[config.mk]
export PLATFORM = sky130hd
export DESIGN_NAME = playback_sequencer
export DESIGN_NICKNAME = d
export VERILOG_FILES = /design/src/rtl/playback_sequencer.sv
export SDC_FILE = /design/constraint.sdc
export NUM_CORES = 1
export LEC_CHECK = 0
export ABC_AREA = 1
export ABC_CLOCK_PERIOD_IN_PS = 2100
export CAP_MARGIN = 20
export CORE_ASPECT_RATIO = 1.5
export CORE_MARGIN = 1.5
export CORE_UTILIZATION = 53
export CTS_CLUSTER_SIZE = 25
export DETAILED_ROUTE_END_ITERATION = 8
export PLACE_DENSITY = 0.77
export SYNTH_ARGS = -nofsm -noshare
export SYNTH_HDL_FRONTEND = slang
export SYNTH_SLANG_ARGS = --single-unit
[constraint.sdc]
create_clock -name Clk -period 2.1 [get_ports Clk]
set_clock_uncertainty 0.2 [all_clocks]
set_input_delay 0.315 -clock Clk [delete_from_list [all_inputs] [get_ports Clk]]
set_output_delay 0.315 -clock Clk [all_outputs]
set_load 0.05 [all_outputs]
[src/rtl/playback_sequencer.sv]
// rtl/playback_sequencer.sv - run-control FSM with programmable tick divider stepping an address range
module playback_sequencer #(
    parameter int ADDR_W   = 5,
    parameter int DIV_W    = 24,
    parameter int TICK_DIV = 12_500_000
) (
    input  logic              Clk,
    input  logic              Reset,
    input  logic              Start,
    input  logic              Stop,
    input  logic              Pause,
    input  logic              Loop,
    input  logic [ADDR_W-1:0] StartAddr,
    input  logic [ADDR_W-1:0] EndAddr,
    input  logic [1:0]        RateSel,
    output logic [ADDR_W-1:0] Addr,
    output logic              Step,
    output logic              Busy,
    output logic              Done,
    output logic [1:0]        State
);

    typedef enum logic [1:0] {
        IDLE  = 2'b00,
        RUN   = 2'b01,
        PAUSE = 2'b10,
        DONE  = 2'b11
    } state_t;

    localparam logic [DIV_W-1:0] BASE_DIV = DIV_W'(TICK_DIV);

    state_t            state;
    logic [DIV_W-1:0]  count;
    logic [ADDR_W-1:0] start_lat;
    logic [ADDR_W-1:0] end_lat;
    logic [1:0]        rate_lat;
    logic [DIV_W-1:0]  shifted;
    logic [DIV_W-1:0]  last_count;

    // A period that shifts down to zero is clamped to one cycle.
    always_comb begin
        shifted    = BASE_DIV >> rate_lat;
        last_count = (shifted == '0) ? '0 : shifted - 1'b1;
    end

    assign State = state;

    always_ff @(posedge Clk or posedge Reset) begin
        if (Reset) begin
            state     <= IDLE;
            count     <= '0;
            start_lat <= '0;
            end_lat   <= '0;
            rate_lat  <= '0;
            Addr      <= '0;
            Step      <= 1'b0;
            Busy      <= 1'b0;
            Done      <= 1'b0;
        end else begin
            Step <= 1'b0;
            Done <= 1'b0;
            case (state)
                IDLE: begin
                    if (Start && !Stop) begin
                        start_lat <= StartAddr;
                        end_lat   <= EndAddr;
                        rate_lat  <= RateSel;
                        Addr      <= StartAddr;
                        count     <= '0;
                        Busy      <= 1'b1;
                        state     <= RUN;
                    end
                end
                // Resuming from PAUSE counts on the same edge, so a pause costs exactly its length.
                RUN, PAUSE: begin
                    if (Stop) begin
                        count <= '0;
                        Busy  <= 1'b0;
                        state <= IDLE;
                    end else if (Pause) begin
                        state <= PAUSE;
                    end else begin
                        state <= RUN;
                        if (count == last_count) begin
                            count <= '0;
                            Step  <= 1'b1;
                            if (Addr != end_lat) begin
                                Addr <= Addr + 1'b1;
                            end else if (Loop) begin
                                Addr <= start_lat;
                            end else begin
                                Busy  <= 1'b0;
                                Done  <= 1'b1;
                                state <= DONE;
                            end
                        end else begin
                            count <= count + 1'b1;
                        end
                    end
                end
                DONE: begin
                    state <= IDLE;
                end
                default: begin
                    state <= IDLE;
                end
            endcase
        end
    end

endmodule

==> impl_metrics.py, run 1 <==
metrics = {
    "run_status": {
        "status": "complete, no violations",
    },
    "layout": {
        "area_delta_synth_final_pct": 26.6,
        "final_core_util": 0.693,
        "n_antenna_cell": 0,
        "final_cell_area_um2": 4010,
        "drive_above_1_share": 0.241,
        "nNetsFinal": 550,
        "nFillCells": 501,
    },
    "sta": {
        "final.min_clock_period_ns": 2.05,
        "maxSlewViolCount": 0,
        "finalCritPeriodShare": 0.977,
        "fmax_mhz": 487,
        "rsz0062_at_grt": "true",
        "worstMarginPinSlew_ns": 0.495,
        "max_slew_margin": 0.669,
        "setup_viol": 0,
        "tns_ns": 0,
        "hold_violations": 0,
    },
    "routing": {
        "totalWireLength_um": 8180,
        "vias": 3166,
        "dr.pass1.iters": 4,
        "drtIter0Drc": 142,
        "drtAntennaViolNets": 0,
        "viasPerCell": 5.28,
        "drc": 0,
        "routedWlPerCell_um": 13.6,
    },
    "setup_path": {
        "worstSetupPathType": "flop to flop",
        "cp_max_fo": 5,
        "cp.required_ns": 2.15,
        "endpoint_kind": "flop",
        "cp.arrival_ns": 2.10,
        "cp-start-kind": "flop",
    },
    "yosys": {
        "synthMostInstantiatedCell": "nand2_1",
        "synth-edff-count": 0,
        "synth_flop_cell": "dfrtp_1",
        "synth_area_per_cell_um2": 6.80,
        "yosys_register_bits": 46,
        "synth.distinct_cells": 29,
        "synthCells": 466,
        "synth_common_cells": "nand2_1, inv_1, nor2_1",
        "yosys.area.top_type_share": 0.363,
        "synth-seq-area-share": 0.363,
        "ys_async_sr_fraction": 1.00,
        "synth.area.top_cells": "dfrtp_1, nand2_1, nand3_1, inv_1, nor2_1",
        "yosysTopAreaCell": "dfrtp_1",
        "netlist_area_um2": 3170,
        "yosys_warnings": 0,
        "synth_nets": 489,
    },
    "clock_network": {
        "cts_tree": "built",
        "cts_buffers": 5,
        "cts_sinks": 46,
        "cts_buffer_depth": 2,
        "htree_levels": 2,
        "root_buffer": "clkbuf_8",
        "clkSlewWorstSetupHoldPaths_ns": 0.09,
        "clk_latency_ns": 0.30,
    },
    "placed_design": {
        "gp_congestion": 0.954,
        "placed_area_um2": 3760,
        "port_buffers": 27,
        "place_hpwl_um": 6450,
    },
    "global_routing": {
        "grt_first_pass_wirelength_um": 14200,
        "grtUsageMet2": 0.503,
        "gr-usage-met3": 0.0359,
        "grt_use_met1": 0.317,
        "antenna_found_initial": 0,
        "grt_overflow": 0,
        "grt_max_degree": 30,
        "busiest_layer": "met2",
        "grt_pass1_vias": 3194,
        "grt_use_total": 0.283,
    },
    "min_path": {
        "hold_class": "primary input to asynchronous set/reset pin",
    },
    "floorplan": {
        "start_util": 0.548,
        "ios": 28,
        "dieArea_um2": 6460,
        "die_h_um": 97.7,
        "die_w_um": 66.1,
        "core_um2": 5790,
        "placementRows": 34,
    },
    "flow_run": {
        "cap_viol_max_count": 0,
    },
    "power": {
        "p_total_mw": 5.05,
        "leakage_nw": 1.97,
        "vdd_drop_max_mv": 1.20,
        "powerDensity_nw_per_um2": 1260,
    },
}
[cells in the final DEF, fill, tap and decap left out, drive strengths merged]
cell | Yosys | layout
a21oi | 16 | 16
buf | 7 | 42
bufinv | 0 | 1
clkbuf | 2 | 6
clkdlybuf4s50 | 0 | 20
clkinv | 1 | 2
clkinvlp | 0 | 1
dfrtp | 46 | 46
dlygate4sd2 | 0 | 1
ha | 5 | 5
inv | 62 | 61
mux2 | 3 | 3
nand2 | 156 | 156
nand3 | 43 | 43
nand3b | 1 | 1
nand4 | 12 | 12
nor2 | 71 | 71
nor3 | 9 | 9
o21ai | 15 | 15
o21bai | 1 | 1
o31ai | 1 | 1
xnor2 | 4 | 4
xor2 | 11 | 11
[worst max-delay path, stage by stage, from the launching register on]
cell     delay [ns]
dfrtp_1        0.43
inv_2          0.10
nand2_4        0.06
ha_4           0.22
inv_2          0.05
nand2_2        0.04
nand2_2        0.08
nand3_2        0.09
nor3_4         0.22
nand3_2        0.12
nand2_2        0.13
buf_6          0.14
nand3_2        0.06
nand2_1        0.06
[routing by layer]
| layer | routed length [um] | vias to the layer above |
|---|---|---|
| met5 | 0 | - |
| li1 | - | 1578 |
| met4 | 345 | 0 |
| met2 | 4510 | 76 |
| met1 | 3090 | 1483 |
| met3 | 230 | 29 |
[registers in the layout (all words and copies together), names as in the netlist]
signal / flops
Addr: 5
Busy: 1
Done: 1
State: 2
Step: 1
count: 24
end_lat: 5
rate_lat: 2
start_lat: 5
[final cells by class]
type | count | area [um^2] | area share
Clock inverter | 2 | 37.5 | 0.00936
Multi-Input combinational cell | 348 | 1860 | 0.464
Tap cell | 72 | 90.1 | 0.0225
Sequential cell | 46 | 1160 | 0.288
Timing Repair Buffer | 63 | 544 | 0.136
Clock buffer | 6 | 72.6 | 0.0181
Inverter | 63 | 251 | 0.0627
[where the power goes]
group | internal (mW) | switching (mW) | leakage (nW)
sequential | 1.08 | 0.164 | 0.591
clock | 0.356 | 0.311 | 0.0514
combinational | 1.18 | 1.96 | 1.33
total | 2.62 | 2.43 | 1.97
[timing repair]
action	in CTS	in global routing
hold buffers	0	0
pin swaps	0	14
setup endpoints to repair	24	31
gates resized for setup	4	31
buffers inserted	0	3
[final timing paths]
check / slack (ns) / cells past startpoint / end / from
setup / recovery: 0.05 / 13 / Addr[4]$_DFFE_PP0P_ / rate_lat[0]$_DFFE_PP0P_
hold / removal: 0.12 / 2 / Addr[0]$_DFFE_PP0P_ / Reset
setup reg to reg: 0.05 / 13 / Addr[4]$_DFFE_PP0P_ / rate_lat[0]$_DFFE_PP0P_
hold reg to reg: 0.30 / 2 / Busy$_DFFE_PP0P_ / Busy$_DFFE_PP0P_
max in group asynchronous: 1.07 / 3 / rate_lat[1]$_DFFE_PP0P_ / Reset
min in group Clk: 0.30 / 2 / Busy$_DFFE_PP0P_ / Busy$_DFFE_PP0P_
[per-stage QoR]
step	std cells	setup WS (ns)	hold slack (ns)
2_1_floorplan	466	-0.0123	0.265
3_3_place_gp	589	-0.0972	0.261
3_5_place_dp	589	-0.137	0.280
4_1_cts	597	0.00569	0.118
5_1_grt	600	-0.0756	0.161
6_report	600	0.0487	0.117
[cell families after synthesis]
logic type	share of synthesized area
AOI/OAI and AO/OA	0.0537
xor gates and xnor gates	0.0415
adders and majority gates	0.0197
buffers and inverters	0.0987
DFF	0.363
muxes	0.0107
and+or+nand+nor	0.413
No activity file was read; power rests on OpenSTA's default activity.
==> run 2, diff against run 1 <==
--- a/config.mk
+++ b/config.mk
@@ -8,9 +8,11 @@
 export ABC_AREA = 1
 export ABC_CLOCK_PERIOD_IN_PS = 2100
 export CAP_MARGIN = 20
+export CELL_PAD_IN_SITES_DETAIL_PLACEMENT = 0
+export CELL_PAD_IN_SITES_GLOBAL_PLACEMENT = 1
 export CORE_ASPECT_RATIO = 1.5
 export CORE_MARGIN = 1.5
-export CORE_UTILIZATION = 53
+export CORE_UTILIZATION = 38
 export CTS_CLUSTER_SIZE = 25
 export DETAILED_ROUTE_END_ITERATION = 8
 export PLACE_DENSITY = 0.77
==> run 2 against run 1 <==
Net effect:
- global-route usage is 7.0 points lower
- utilization decreased by 18 points
- critical path depth rose by 2
- count of clock-buffer cells in the layout increased by 1
- power increased by 4.0%
- register-to-register slack got worse by 0.03 ns
- highest routed layer unchanged
==> impl_metrics.py, run 2 (same netlist as run 1, synthesis figures left out) <==
metrics = {
    "layout": {
        "n_antenna_cell": 0,
        "drive_above_1_share": 0.238,
        "seq_area_um2": 1160,
        "top_register": "count",
        "final_cell_mix": "nand2_1, inv_1, nor2_1",
        "nNetsFinal": 556,
        "largest_reg_flops": 24,
        "mostFrequentLayoutCell": "nand2_1",
        "nFillCells": 818,
        "area_delta_synth_final_pct": 29.7,
        "multiInputGateArea_um2": 1830,
    },
    "flow_run": {
        "cap_viol_max_count": 0,
    },
    "power": {
        "swShare": 0.464,
        "vdd_drop_max_mv": 0.963,
        "p_total_mw": 5.26,
        "switching_power_mw": 2.44,
        "pwr-share-comb": 0.617,
        "internal_power_mw": 2.82,
        "leakage_nw": 2.01,
        "p_clk_frac": 0.145,
        "seq_power_share": 0.239,
        "powerDensity_nw_per_um2": 1280,
    },
    "routing": {
        "routedWlPerCell_um": 14.1,
        "vias": 3107,
        "totalWireLength_um": 8980,
        "viasPerCell": 4.87,
        "drtIter0Drc": 130,
        "drtAntennaViolNets": 0,
        "drc": 0,
        "dr.pass1.iters": 4,
    },
    "sta": {
        "fmax_mhz": 480,
        "max_slew_margin": 0.672,
        "final.min_clock_period_ns": 2.08,
        "setup_viol": 0,
        "finalCritPeriodShare": 0.991,
        "worst_slack_ns": 0.0186,
        "maxSlewViolCount": 0,
        "rsz0062_at_grt": "true",
        "hold_violations": 0,
        "worstMarginPinSlew_ns": 0.490,
    },
    "floorplan": {
        "die_h_um": 115,
        "placementRows": 40,
        "die_w_um": 77.6,
        "start_util": 0.393,
        "dieArea_um2": 8910,
        "ios": 28,
        "core_um2": 8060,
    },
    "clock_network": {
        "clkSlewWorstSetupHoldPaths_ns": 0.06,
        "htree_levels": 2,
        "cts_buffer_depth": 2,
        "hold_buffers": 0,
        "cts_sinks": 46,
        "clk_latency_ns": 0.29,
        "cts_buffers": 5,
        "cts_tree": "built",
        "root_buffer": "clkbuf_16",
        "post-cts-setup-buffers": 0,
    },
    "placed_design": {
        "dp_slack_ns": -0.150,
        "port_buffers": 27,
        "gp_congestion": 0.897,
        "place_hpwl_um": 7180,
    },
    "global_routing": {
        "grt_use_total": 0.214,
        "grt_max_degree": 35,
        "grt_pass1_vias": 3030,
        "grt_overflow": 0,
        "antenna_found_initial": 0,
        "grt_first_pass_wirelength_um": 14600,
    },
    "setup_path": {
        "reg2reg_from": "rate_lat[0]$_DFFE_PP0P_",
        "r2r_setup_slack_ns": 0.02,
        "cp_max_fo": 4,
        "worstReg2RegEnd": "count[22]$_DFFE_PP0P_",
        "endpoint_kind": "flop",
        "startpoint": "rate_lat[0]$_DFFE_PP0P_",
        "cp.arrival_ns": 2.06,
        "worstSetupPathType": "flop to flop",
        "cp-start-kind": "flop",
        "reg2reg_depth": 15,
        "cp.required_ns": 2.08,
    },
    "run_status": {
        "status": "complete, no violations",
    },
    "min_path": {
        "hold_class": "primary input to asynchronous set/reset pin",
    },
}
## run 2: final cells by class
| cell class | instances | area share |
|---|---|---|
| Inverter | 63 | 0.0612 |
| Timing Repair Buffer | 69 | 0.149 |
| Tap cell | 105 | 0.0320 |
| Multi-Input combinational cell | 348 | 0.444 |
| Clock buffer | 7 | 0.0323 |
| Sequential cell | 46 | 0.281 |
## run 2: routing by layer
layer | up-vias | wire, um | track usage
met5 | - | 0 | 0
met4 | 0 | 331 | 0.101
met3 | 23 | 190 | 0.0317
met2 | 46 | 4980 | 0.411
met1 | 1447 | 3480 | 0.226
li1 | 1591 | - | -
## run 2: per-stage QoR
stage	TNS (ns)	area [um^2]	std cells	utilization	hold slack, ns
final	0	4110	638	0.510	0.112
after global routing	-1.02	4110	638	0.510	0.154
after CTS	0	4040	638	0.502	0.119
after detailed placement	-1.50	3890	631	0.483	0.299
after global placement	-0.995	3890	631	0.483	0.260
after floorplan	-0.0246	3240	466	-	0.265
## run 2: worst max path at each step
stage	to	slack (ns)	depth (start not counted)
4_1_cts	count[20]$_DFFE_PP0P_	0.01	15
2_1_floorplan	count[20]$_DFFE_PP0P_	-0.01	12
6_report	count[22]$_DFFE_PP0P_	0.02	15
3_5_place_dp	count[20]$_DFFE_PP0P_	-0.15	11
3_3_place_gp	count[20]$_DFFE_PP0P_	-0.09	11
5_1_grt	Busy$_DFFE_PP0P_	-0.1	16
## run 2: critical path: stages (launching register included)
cell	delay, ns
dfrtp_2	0.45
inv_2	0.11
nand2_4	0.07
ha_4	0.28
nand2_2	0.05
nand2_2	0.07
nand2_1	0.05
nor2_1	0.07
nand2_1	0.06
nor2_2	0.15
nand2_4	0.07
nand2_4	0.07
nand2_4	0.07
buf_6	0.13
nand2_1	0.06
nor2_1	0.03
## run 2: power by group through the flow
stage	clock [mW]	combinational [mW]	sequential, mW
CTS	0.781	3.15	1.26
floorplan	0	1.82	1.46
finish	0.761	3.24	1.25
detailed placement	0	3.11	1.27
global placement	0	3.07	1.26
global route	0.804	3.54	1.28
## run 2: timing repair
item / CTS / global route
setup endpoints to repair: 29 / 30
pin swaps: 1 / 4
resized for setup: 6 / 22
==> run 3, diff against run 2 <==
--- a/config.mk
+++ b/config.mk
@@ -12,10 +12,11 @@
 export CELL_PAD_IN_SITES_GLOBAL_PLACEMENT = 1
 export CORE_ASPECT_RATIO = 1.5
 export CORE_MARGIN = 1.5
-export CORE_UTILIZATION = 38
-export CTS_CLUSTER_SIZE = 25
+export CORE_UTILIZATION = 39
+export CTS_BUF_LIST = sky130_fd_sc_hd__clkbuf_8
+export CTS_CLUSTER_SIZE = 30
 export DETAILED_ROUTE_END_ITERATION = 8
-export PLACE_DENSITY = 0.77
+export PLACE_DENSITY = 0.79
 export SYNTH_ARGS = -nofsm -noshare
 export SYNTH_HDL_FRONTEND = slang
 export SYNTH_SLANG_ARGS = --single-unit
==> run 3 against run 2 <==
Net effect:
- non-clock buffer count down 1
- register-to-register slack barely moved
- worst setup slack gained 0.0093 ns
- critical path depth is the same
==> impl_metrics.py, run 3 (same netlist as run 1, synthesis figures left out) <==
metrics = {
    "run_status": {
        "status": "complete, no violations",
    },
    "routing": {
        "drc": 0,
        "viasPerCell": 4.91,
        "routedWlPerCell_um": 13.6,
        "totalWireLength_um": 8660,
        "drtIter0Drc": 118,
        "drtAntennaViolNets": 0,
        "vias": 3131,
        "dr.pass1.iters": 4,
    },
    "layout": {
        "final_cells": 638,
        "largest_reg_flops": 24,
        "mostFrequentLayoutCell": "nand2_1",
        "nNetsFinal": 555,
        "final_cell_mix": "nand2_1, inv_1, nor2_1",
        "n_antenna_cell": 0,
        "top_register": "count",
        "area_delta_synth_final_pct": 29.2,
        "nFillCells": 801,
        "drive_above_1_share": 0.250,
    },
    "placed_design": {
        "port_buffers": 27,
        "gp_congestion": 0.892,
        "place_hpwl_um": 6820,
        "dp_cells": 627,
    },
    "setup_path": {
        "cp.required_ns": 2.10,
        "worstSetupPathType": "flop to flop",
        "max_stage_delay_ns": 0.44,
        "crit_family": "simple AND/OR/NAND/NOR gates",
        "endpoint_kind": "flop",
        "cp_common_cell": "nand2_4",
        "cp-start-kind": "flop",
        "reg2reg_depth": 15,
        "cp.arrival_ns": 2.08,
        "worstReg2RegEnd": "count[20]$_DFFE_PP0P_",
        "crit_path_cell_trace": "inv_2, nand2_4, ha_4, nand2_2, nand2_2, nand2_1, nor2_1, nand2_1, nor2_2, nand2_4, nand2_4, nand2_4, buf_6, nand2_1, nor2_1",
        "r2r_setup_slack_ns": 0.03,
        "startpoint": "rate_lat[0]$_DFFE_PP0P_",
        "reg2reg_from": "rate_lat[0]$_DFFE_PP0P_",
        "slowest_stage": "dfrtp_2",
        "cp_max_fo": 3,
        "path_buf_inv": 2,
    },
    "global_routing": {
        "grt_overflow": 0,
        "grt_use_total": 0.211,
        "antenna_found_initial": 0,
        "grt_max_degree": 44,
        "grt_pass1_vias": 3106,
        "grt_first_pass_wirelength_um": 14400,
    },
    "floorplan": {
        "ios": 28,
        "die_h_um": 113,
        "core_um2": 7960,
        "die_w_um": 76.6,
        "placementRows": 40,
        "dieArea_um2": 8690,
        "start_util": 0.398,
    },
    "clock_network": {
        "htree_levels": 2,
        "cts_buffers": 5,
        "clk_latency_ns": 0.31,
        "root_buffer": "clkbuf_8",
        "clkSlewWorstSetupHoldPaths_ns": 0.09,
        "cts_buffer_depth": 2,
        "cts_sinks": 46,
        "cts_tree": "built",
    },
    "min_path": {
        "whs_path_depth": 2,
        "hold_class": "flop to flop",
        "holdCritStartpoint": "Busy$_DFFE_PP0P_",
        "min_to": "Busy$_DFFE_PP0P_",
    },
    "power": {
        "leakage_nw": 2.00,
        "vdd_drop_max_mv": 1.02,
        "p_total_mw": 5.05,
        "powerDensity_nw_per_um2": 1230,
    },
    "sta": {
        "fmax_mhz": 483,
        "final.min_clock_period_ns": 2.07,
        "maxSlewViolCount": 0,
        "worstMarginPinSlew_ns": 0.500,
        "whs_ns": 0.296,
        "hold_violations": 0,
        "max_slew_margin": 0.666,
        "finalCritPeriodShare": 0.987,
        "setup_viol": 0,
        "rsz0062_at_grt": "true",
    },
    "flow_run": {
        "cap_viol_max_count": 0,
    },
}
==> run 3: cell types whose count changed in the layout (fill, tap and decap cells not counted), sizes merged <==
cell and change:
buf -2, clkbuf -1, clkinv +1, dlygate4sd3 +1, inv +1
==> run 3: what timing repair did <==
item,CTS,global route
resized for setup,6,32
pin swaps,2,9
hold buffers,1,0
buffers inserted,1,1
endpoints found under the setup margin,23,31
cloned,0,0
endpoints found under the hold margin,3,0
==> run 3: worst max path at each step <==
stage,endpoint,slack (ns),cells past startpoint
2_1_floorplan,count[20]$_DFFE_PP0P_,-0.01,12
3_3_place_gp,count[21]$_DFFE_PP0P_,-0.15,11
3_5_place_dp,count[21]$_DFFE_PP0P_,-0.17,11
4_1_cts,Addr[4]$_DFFE_PP0P_,0.002,12
5_1_grt,State[1]$_DFFE_PP0P_,-0.07,14
6_report,count[20]$_DFFE_PP0P_,0.03,15
==> run 3: final cells by class <==
type / count / area, um^2 / area share
clock inverters: 2 / 8.76 / 0.00214
flip-flops and latches: 46 / 1160 / 0.282
well taps: 105 / 131 / 0.0321
clock buffers: 6 / 82.6 / 0.0202
repair buffers: 68 / 591 / 0.144
inverters: 63 / 254 / 0.0620
multi-input cells: 348 / 1870 / 0.457
==> run 3: metal layers <==
layer,vias to the layer above,global-route usage,part of all wire
li1,1590,-,-
met1,1469,0.210,0.38
met2,56,0.428,0.57
met3,16,0.0256,0.020
met4,0,0.0963,0.028
met5,-,0,0
==> run 3: per-stage QoR <==
step / cell area, um^2 / utilization / setup TNS [ns] / worst slack (ns)
finish: 4090 / 0.514 / 0 / 0.0279
global placement: 3840 / 0.483 / -0.574 / -0.147
global route: 4090 / 0.514 / -0.696 / -0.0683
CTS: 3960 / 0.498 / 0 / 0.00193
detailed placement: 3840 / 0.483 / -1.13 / -0.169
floorplan: 3240 / - / -0.0246 / -0.0123
==> run 3: report_power, final <==
part           switching, mW  internal, mW
clock                  0.316         0.261
combinational           1.97          1.26
sequential             0.160          1.09
==> run 3: worst register-to-register path: stages, from the launching register on <==
cell and delay (ns):
dfrtp_2 0.44, inv_2 0.09, nand2_4 0.06, ha_4 0.29
nand2_2 0.05, nand2_2 0.07, nand2_1 0.05, nor2_1 0.08
nand2_1 0.06, nor2_2 0.12, nand2_4 0.08, nand2_4 0.08
nand2_4 0.07, buf_6 0.13, nand2_1 0.06, nor2_1 0.03
